## config.mk

```make
export PLATFORM = sky130hd
export DESIGN_NAME = defuzz_wavg
export DESIGN_NICKNAME = d
export VERILOG_FILES = /design/src/rtl/defuzz_wavg.sv
export SDC_FILE = /design/constraint.sdc
export NUM_CORES = 1
export LEC_CHECK = 0
export CAP_MARGIN = 15
export CORE_UTILIZATION = 55
export DETAILED_ROUTE_END_ITERATION = 8
export PLACE_DENSITY = 0.72
export SLEW_MARGIN = 10
export SYNTH_ARGS = -nofsm -noshare
export SYNTH_HDL_FRONTEND = slang
export SYNTH_SLANG_ARGS = --single-unit
```

## constraint.sdc

```tcl
create_clock -name clk -period 12.3 [get_ports clk]
set_input_delay 1.845 -clock clk [delete_from_list [all_inputs] [get_ports clk]]
set_output_delay 1.845 -clock clk [all_outputs]
set_load 0.01 [all_outputs]
```

## src/rtl/defuzz_wavg.sv

```systemverilog
// Weighted-average defuzzifier: sum(mu_i*s_i)/sum(mu_i) for three singleton rules,
// using one time-shared 16x8 multiplier and an 8-step restoring divider.
module defuzz_wavg (
  input  logic              clk,
  input  logic              rst_n,
  input  logic              in_valid,
  output logic              in_ready,
  input  logic [15:0]       mu_neg,
  input  logic [15:0]       mu_zero,
  input  logic [15:0]       mu_pos,
  input  logic signed [7:0] s_neg,
  input  logic signed [7:0] s_zero,
  input  logic signed [7:0] s_pos,
  output logic              out_valid,
  input  logic              out_ready,
  output logic signed [7:0] y,
  output logic              zero_den
);

  typedef enum logic [2:0] {IDLE, MAC, PREP, DIV, DONE} state_t;

  state_t state, state_nxt;

  logic [15:0]        mu_n_c, mu_z_c, mu_p_c;
  logic signed [7:0]  s_n_c, s_z_c, s_p_c;
  logic [1:0]         term_cnt;
  logic [2:0]         bit_cnt;
  logic signed [25:0] num_acc;
  logic [17:0]        den_acc;
  logic               num_neg;
  logic [25:0]        rem;
  logic [25:0]        dvs;
  logic [7:0]         quo;

  logic [15:0]        mul_a;
  logic signed [7:0]  mul_b;
  logic signed [23:0] mul_a_ext, mul_b_ext, prod;
  logic               rem_ge;
  logic [7:0]         quo_nxt;

  function automatic logic [25:0] abs_num(input logic signed [25:0] v);
    logic [25:0] u;
    u = v;
    return v[25] ? (~u + 26'd1) : u;
  endfunction

  function automatic logic signed [7:0] apply_sign(input logic [7:0] mag, input logic neg);
    logic [7:0] r;
    r = neg ? (~mag + 8'd1) : mag;
    return $signed(r);
  endfunction

  // Operand select for the shared multiplier: neg, zero, pos in successive MAC cycles
  always_comb begin
    mul_a = mu_n_c;
    mul_b = s_n_c;
    case (term_cnt)
      2'd1:    begin mul_a = mu_z_c; mul_b = s_z_c; end
      2'd2:    begin mul_a = mu_p_c; mul_b = s_p_c; end
      default: begin mul_a = mu_n_c; mul_b = s_n_c; end
    endcase
  end

  assign mul_a_ext = $signed({8'd0, mul_a});
  assign mul_b_ext = {{16{mul_b[7]}}, mul_b};
  assign prod      = mul_a_ext * mul_b_ext;
  assign rem_ge    = (rem >= dvs);
  assign quo_nxt   = {quo[6:0], rem_ge};

  assign in_ready  = (state == IDLE);
  assign out_valid = (state == DONE);

  always_ff @(posedge clk) begin
    if (!rst_n) state <= IDLE;
    else        state <= state_nxt;
  end

  always_comb begin
    state_nxt = state;
    case (state)
      IDLE: if (in_valid) state_nxt = MAC;
      MAC:  if (term_cnt == 2'd2) state_nxt = PREP;
      PREP: state_nxt = (den_acc == 18'd0) ? DONE : DIV;
      DIV:  if (bit_cnt == 3'd7) state_nxt = DONE;
      DONE: if (out_ready) state_nxt = IDLE;
      default: state_nxt = IDLE;
    endcase
  end

  always_ff @(posedge clk) begin
    if (!rst_n) begin
      mu_n_c   <= '0;
      mu_z_c   <= '0;
      mu_p_c   <= '0;
      s_n_c    <= '0;
      s_z_c    <= '0;
      s_p_c    <= '0;
      term_cnt <= '0;
      bit_cnt  <= '0;
      num_acc  <= '0;
      den_acc  <= '0;
      num_neg  <= 1'b0;
      rem      <= '0;
      dvs      <= '0;
      quo      <= '0;
      y        <= '0;
      zero_den <= 1'b0;
    end else begin
      case (state)
        IDLE: if (in_valid) begin
          mu_n_c   <= mu_neg;
          mu_z_c   <= mu_zero;
          mu_p_c   <= mu_pos;
          s_n_c    <= s_neg;
          s_z_c    <= s_zero;
          s_p_c    <= s_pos;
          num_acc  <= '0;
          den_acc  <= '0;
          term_cnt <= '0;
          zero_den <= 1'b0;
        end
        MAC: begin
          num_acc  <= num_acc + {{2{prod[23]}}, prod};
          den_acc  <= den_acc + {2'b00, mul_a};
          term_cnt <= term_cnt + 2'd1;
        end
        PREP: if (den_acc == 18'd0) begin
          y        <= '0;
          zero_den <= 1'b1;
        end else begin
          num_neg <= num_acc[25];
          rem     <= abs_num(num_acc);
          // Divisor starts at den*2^7 so the first step yields quotient bit 7
          dvs     <= {1'b0, den_acc, 7'd0};
          quo     <= '0;
          bit_cnt <= '0;
        end
        DIV: begin
          if (rem_ge) rem <= rem - dvs;
          dvs     <= dvs >> 1;
          quo     <= quo_nxt;
          bit_cnt <= bit_cnt + 3'd1;
          if (bit_cnt == 3'd7) y <= apply_sign(quo_nxt, num_neg);
        end
        default: ;
      endcase
    end
  end

endmodule

```

-- Word-level counts from Yosys, hierarchy flattened
Cells that the tools add are included.
- bits in registers: 193
- latch bits: 0
- RAM bits: 0
- memory bits (read-only): 0
- word-level logic and storage cells: 87
- memories: 0
- add/subtract/negate cells: 7
- multiply operators: 1
- divide/modulo/power cells: 0
- magnitude comparators: 1
- equality and inequality tests: 14
- shifts and indexed selects: 0
- multiplexer cells: 31
- bitwise gates (word level): 3
- reduce and logical (&&, ||, !) cells: 13
- operator list (cell ; count):
    $pmux W26 S2 ; 3
    $mux W26 ; 5
    $pmux W18 S2 ; 1
    $pmux W16 S2 ; 1
    $pmux W8 S2 ; 2
    $add A26 B1 Y26 const B ; 1
    $add A26 B26 Y26 ; 1
    $ge A26 B26 Y1 ; 1
    $not A26 Y26 ; 1
    $sub A26 B26 Y26 ; 1
    $mul A17 B8 Y24 ; 1
    $mux W8 ; 3
    $add A18 B16 Y18 ; 1
    $logic_not A18 Y1 ; 1
    $mux W18 ; 1
    $mux W3 ; 6
    $pmux W3 S5 ; 1
    $pmux W7 S2 ; 1
    $ne A2 B2 Y1 const B ; 6
    $reduce_and A3 Y1 ; 3
    $add A8 B1 Y8 const B ; 1
    $not A8 Y8 ; 1
    $reduce_and A2 Y1 ; 4
    $mux W7 ; 1
    17 further kinds ; 22

-- Longest topological paths before layout
Gate-level depths: netlist of run 1.
- depth after elaboration: 6
- mapped depth: 36
- depth with buffers taken out: 34

-- Least setup slack after synthesis of run 1
Ideal clock, no wire load.
- kind: reg2reg
- start: register term_cnt[0]
- end: register num_acc[24]
- setup time: 0.087 ns
- arrival: 7.578 ns
- required time: 12.213 ns
- setup slack: 4.635 ns
- cell stages (with the launch flop): 34
- clock period less this slack: 7.665 ns
- cell sequence: dfxtp_1 inv_1 ha_1 clkbuf_1 clkbuf_1 a221o_1 o21ai_1 clkbuf_1 nor2_1 fa_1 fa_1 fa_1 inv_1 fa_1 inv_1 ha_1 or2_2 o31a_1 a31oi_1 o21ai_0 a21oi_1 o21ai_0 a21o_1 a21oi_1 xnor2_1 ha_1 a21oi_1 nor2b_1 o21ai_0 nand2b_1 o31a_1 o211a_1 o21a_1 o31ai_1
- longest elaborated chain between the ends: 5
- elaborated cells between the ends (all ways): 7
- RTL lines (element ; RTL line ; source):
    start: declaration ; 26 ; logic [1:0] term_cnt;
    start signal: assignment ; 125 ; term_cnt <= term_cnt + 2'd1;
    $eq A2 B2 Y1 / $eq A2 B1 Y1 (equally long branches) ; 57 ; case (term_cnt)
    $pmux W16 S2 / $pmux W8 S2 (equally long branches) ; 57 ;
    $mul A17 B8 Y24 (*) ; 66 ; assign prod = mul_a_ext * mul_b_ext;
    $add A26 B26 Y26 (*) ; 123 ; num_acc <= num_acc + {{2{prod[23]}}, prod};
    $pmux W26 S2 (*) ; 109 ; case (state)
    end signal: assignment ; 123 ;
    end: declaration ; 28 ; logic signed [25:0] num_acc;
Mark *: on every way between the ends. The rest lies on a longest branch, timed or not.
A chain may end at the register's enable or synchronous reset.

-- Final worst setup path of run 1
Same ends and word-level chain as after synthesis.

==> results.yml, run 1 <==
sta:
  fin_crit_ps: 8880
  skew_ps: 16.0
  period_share: 0.722
  fmax_ghz: 0.113
  rsz0062_at_grt: "false"
  hold_viol: 0
  finalSetupViolations: 0
  fin_hold_ws_ps: 455
  slew_headroom: 0.273
  setup_ws_ps: 3420
  slew_violations: 0
  max_slew.worst_pin.slew_ps: 1090
  tns_ps: 0
flow_run:
  drv_cap: 0
setup_path:
  arrival_ps: 9230
  max_stage_delay_ps: 840
  required_ps: 12650
  startpoint_type: "flip-flop"
  slowest_stage: "o21ai_2"
  critPathMostFrequentCell: "fa_1"
  end_kind: "flip-flop"
  crit_path_max_fanout: 36
  worst-setup-path-type: "reg -> reg"
placed_design:
  dp_slack_ps: 3290
  place_inst: 2397
  routabilityCongestion: 0.886
  dp_hpwl_um: 30500
  io_buffers: 86
clock_tree:
  cts_resized: 0
  clock_sinks: 192
  clkTransAtPathRegs_ps: 80
  clockBufferDepth: 2
  cts_root_buffer: "clkbuf_16"
  insertion_delay_ps: 450
  numCtsBuffers: 17
  htreeDepth: 4
  cts_hold_buf: 0
  postCtsSetupBuffers: 0
  cts_tree: "done"
yosys:
  synth_warnings: 0
  synth_top_flop_cell: "dfxtp_1"
  syn_nets: 2307
  synth-edff-count: 0
  netlist_area_sq_um: 15600
  syn_area_per_cell_sq_um: 7.75
  yosysUniqueCellTypes: 78
  async_flop_share: 0
  yosysSeqAreaShare: 0.246
  synth.ff_latch_count: 192
  synthCells: 2015
die:
  dieArea_sq_um: 29100
  dieWidth_um: 171
  core_sq_um: 27900
  rows: 61
  start_util: 0.561
  io_pins: 87
  dieHeight_um: 171
routing:
  drc: 0
  ant_nets: 0
  via_count: 14000
  via_per_inst: 5.75
  routed_wl_um: 41000
  avgRoutedWirePerCell_um: 16.9
  drt_iter0_markers: 1225
  drt-pass1-iter-count: 5
power:
  power_density_nw_per_um2: 128
  leakage_uw: 0.00763
  ir_drop_uv: 100
global_route:
  antenna_found_initial: 0
  globalRoute.busiestLayer: "met2"
  grt_pass1_wl_um: 67000
  grt_pass1_vias: 13100
  met1_usage: 0.391
  grt_util_met2: 0.483
  grt_max_degree: 102
  grt_overflow: 0
  use_met3: 0.0294
  grt.total_usage: 0.290
final_layout:
  nets: 2331
  final_cells: 2430
  syn_to_final_growth_pct: 10.5
  drive_above_1_share: 0.0429
  insertedDiodeCount: 0
min_path:
  hp-class: "reg -> reg"
outcome:
  status: "finished clean"
## routing by layer
layer	up-vias	share of wire	wire [um]
met3	58	0.046	1880
met1	6687	0.45	18300
met5	-	0	0
li1	6859	-	-
met4	0	0.026	1050
met2	359	0.48	19800
## final timing paths
check | startpoint | to | slack (ps) | cells after the start
hold / removal | rem[0] | rem[0] | 460 | 2
hold reg to reg | rem[0] | rem[0] | 460 | 2
setup reg to reg | term_cnt[0] | num_acc[24] | 3420 | 31
setup / recovery | term_cnt[0] | num_acc[24] | 3420 | 31
## report_power, final
group,total (uW),internal (uW),switching (uW)
clock,549,274,276
sequential,711,660,50.9
combinational,957,390,566
## registers in the layout (all words and copies together), names as in the netlist
name,cells
den_acc,18
s_z_c,8
num_neg,1
mu_p_c,16
bit_cnt,3
quo,7
s_n_c,8
zero_den,1
mu_n_c,16
term_cnt,2
mu_z_c,16
y,8
num_acc,26
rem,26
s_p_c,8
state,3
dvs,25
## layout make-up
type / instances / area, sq um
well taps: 378 / 473
fillers: 2528 / 10600
multi-input cells: 1532 / 10700
repair buffers: 105 / 1000
inverters: 191 / 719
clock buffers: 20 / 447
flip-flops and latches: 192 / 3840
clock inverters: 12 / 120
## metrics by stage
stage / instance area (sq um) / utilization / power [uW]
after floorplan: 15600 / - / 1430
after global placement: 16700 / 0.599 / 1650
after detailed placement: 16700 / 0.599 / 1670
after CTS: 17300 / 0.619 / 2220
after global routing: 17300 / 0.620 / 2370
final: 17300 / 0.620 / 2220
## worst max-delay path, delay by kind of cell (launching register included)
family / cells / cell delay, ps
buffers and inverters: 5 / 990
XOR/XNOR: 1 / 140
flip-flops: 1 / 360
AO/OA/AOI/OAI: 14 / 3500
adder cells (fa/ha/maj): 7 / 3090
AND/OR/NAND/NOR: 4 / 700
## cell usage after synthesis, drive strengths merged, types with 2 or more instances
cell,number,area (sq um)
and2,9,56.3
nand2,301,1130
a32oi,5,43.8
o21ai,96,499
o41ai,7,68.8
a311oi,5,43.8
ha,128,1600
nor2,201,754
o31ai,11,116
dfxtp,192,3840
and3,8,50.1
nand2b,18,113
xnor2,55,482
o211ai,21,158
o2111a,2,23.8
a21oi,196,981
nor4,7,43.8
nor3b,8,65.1
a211oi,31,238
nor3,29,145
xor2,41,359
buf,16,108
a221o,17,170
or3b,4,37.5
or4,3,30.0
o31a,4,35.0
inv,190,713
o211a,3,30.0
or2,15,93.9
and4,3,26.3
or4b,2,20.0
nand4,4,25.0
clkbuf,84,315
a21boi,6,45.0
or3,12,75.1
a21o,29,218
nand3,59,295
fa,88,1760
a22oi,9,67.6
nor2b,18,113
mux2i,20,200
o21a,19,143
o21bai,5,37.5
a31oi,19,119
## kinds of logic after synthesis
| logic type | synth area share |
|---|---|
| multiplexers | 0.0135 |
| buffers and inverters | 0.0730 |
| XOR/XNOR | 0.0538 |
| AO/OA/AOI/OAI | 0.200 |
| flip-flops | 0.246 |
| AND/OR/NAND/NOR | 0.199 |
| adder cells (fa/ha/maj) | 0.215 |
## cells in the final DEF (no fill, tap or decap), drive strengths merged, types with 15 or more instances in the layout
cell	Yosys	final
o21a	19	19
o211ai	21	21
buf	16	19
fa	88	88
mux2i	20	20
o21ai	96	96
a211oi	31	31
dfxtp	192	192
xor2	41	41
nand2	301	301
nor3	29	29
a21o	29	29
xnor2	55	55
nand3	59	59
nor2b	18	18
a21oi	196	196
nor2	201	201
a221o	17	17
a31oi	19	19
clkbuf	84	20
nand2b	18	18
ha	128	128
inv	190	196
or2	15	15
clkdlybuf4s50	0	86
No activity file was read; power rests on OpenSTA's default activity.
==> run 2, diff against run 1 <==
- PLACE_DENSITY: 0.72 -> 0.75
- clock period: 12.3 -> 7.6 ns (I/O delays scaled with it)
==> run 2 against run 1 <==
Against the previous run: register-to-register slack worse by 3100 ps; largest cell class unchanged; critical path depth up 2; clock skew is 3.8 ps higher; worst setup slack worse by 3100 ps; utilization increased by 1.8 points; via count up 1.9%; highest routed layer unchanged.
==> results.yml, run 2 (synthesized netlist as in run 1, its figures left out) <==
placed_design:
  place_area_sq_um: 17000
  dp_slack_ps: -127
  routabilityCongestion: 0.945
  dp_hpwl_um: 31000
  io_buffers: 86
routing:
  wl_met2_um: 19700
  drc: 0
  via_count: 14200
  dr_wl_met3_um: 2240
  drt-met1-wl_um: 18300
  via_per_inst: 5.77
  drt_iter0_markers: 1133
  avgRoutedWirePerCell_um: 16.9
  drt-pass1-iter-count: 8
  routed_wl_um: 41600
  top_layer: "met4"
  ant_nets: 0
min_path:
  hp-class: "reg -> reg"
  worstHoldStart: "mu_z_c[2]"
  hold-path-endpoint: "mu_z_c[2]"
  whs_path_depth: 2
final_layout:
  most-common-layout-cells: "nand2_1, nor2_1, a21oi_1"
  drive_above_1_share: 0.0719
  top_regs: "num_acc: 26 flops, rem: 26 flops, dvs: 25 flops"
  nets: 2367
  syn_to_final_growth_pct: 13.8
  layout_commonest_cell: "nand2_1"
  post-route-cell-area_sq_um: 17800
clock_tree:
  cts_tree: "done"
  clock_sinks: 192
  clockBufferDepth: 2
  numCtsBuffers: 17
  cts_root_buffer: "clkbuf_16"
  cts_hold_buf: 0
  insertion_delay_ps: 450
  clkTransAtPathRegs_ps: 80
  htreeDepth: 4
sta:
  tns_ps: 0
  fin_crit_ps: 7260
  slew_headroom: 0.273
  finalSetupViolations: 0
  period_share: 0.955
  setup_ws_ps: 343
  slew_violations: 0
  max_slew.worst_pin.slew_ps: 1090
  skew_ps: 19.8
  fmax_ghz: 0.138
  hold_viol: 0
outcome:
  status: "finished clean"
die:
  io_pins: 87
  dieHeight_um: 171
  start_util: 0.561
  dieArea_sq_um: 29100
  dieWidth_um: 171
  rows: 61
  core_sq_um: 27900
setup_path:
  required_ps: 7950
  end_kind: "flip-flop"
  timing.rr.start: "term_cnt[0]"
  regToRegEndpoint: "num_acc[24]"
  max_stage_delay_ps: 540
  crit_path_max_fanout: 18
  worst-setup-path-type: "reg -> reg"
  slowest_stage: "fa_1"
  critPathMostFrequentCell: "ha_1"
  startpoint_type: "flip-flop"
  path_buf_inv: 5
  arrival_ps: 7610
  path_delay_family: "adder cells"
  critPathLaunch: "term_cnt[0]"
  r2r_slack_ps: 340
  reg2reg_depth: 33
global_route:
  grt_max_degree: 106
  grt_pass1_vias: 13300
  grt.total_usage: 0.286
  grt_pass1_wl_um: 66600
  grt_overflow: 0
  antenna_found_initial: 0
flow_run:
  drv_cap: 0
power:
  ir_drop_uv: 151
  power_density_nw_per_um2: 211
  leakage_uw: 0.00787
-- run 2: changes by cell type in the layout (fill, tap and decap cells not counted), sizes merged --
| cell | previous run | this run |
|---|---|---|
| diode | 0 | 1 |
| inv | 196 | 199 |
| clkbuf | 20 | 19 |
| bufinv | 0 | 1 |
| clkinv | 6 | 4 |
| clkinvlp | 1 | 0 |
| buf | 19 | 54 |
-- run 2: layout make-up --
type / instances / area (sq um)
diodes: 1 / 2.50
clock buffers: 18 / 439
clock inverters: 13 / 166
fillers: 2400 / 10100
inverters: 191 / 722
multi-input cells: 1532 / 10800
flip-flops and latches: 192 / 3850
well taps: 378 / 473
repair buffers: 141 / 1320
-- run 2: worst max path at each step --
stage	endpoint	slack, ps	cells after the start
after CTS	num_acc[24]	2	32
after global routing	num_acc[25]	-50	34
after detailed placement	num_acc[24]	-130	31
after global placement	num_acc[24]	110	30
after floorplan	num_acc[24]	20	33
final	num_acc[24]	340	33
-- run 2: repair_timing --
action                                  CTS  global route
resized for setup                         8            34
endpoints found under the setup margin    3             7
pin swaps                                 0             8
setup buffers                             0             2
gates cloned                              0             1
-- run 2: power by group --
| group | switching, uW | internal, uW |
|---|---|---|
| Clock | 468 | 482 |
| Combinational | 950 | 695 |
| Sequential | 83.4 | 1070 |
| Total | 1500 | 2250 |
-- run 2: worst min-delay path: stages (launching register included) --
cell and delay (ps):
dfxtp_1 310, nand2_1 50, a21oi_1 50
-- run 2: layer usage --
metal / vias to the layer above / track usage
met4: 0 / 0.108
met3: 79 / 0.0386
met5: - / 0
met1: 6781 / 0.383
met2: 428 / 0.467
li1: 6943 / -
-- run 2: metrics by stage --
stage	util	instances	power, uW	hold slack [ps]
CTS	0.632	2462	3690	459
global placement	0.609	2431	2700	444
global route	0.638	2465	3990	479
detailed placement	0.609	2431	2740	447
floorplan	-	2015	2310	432
finish	0.638	2466	3750	462
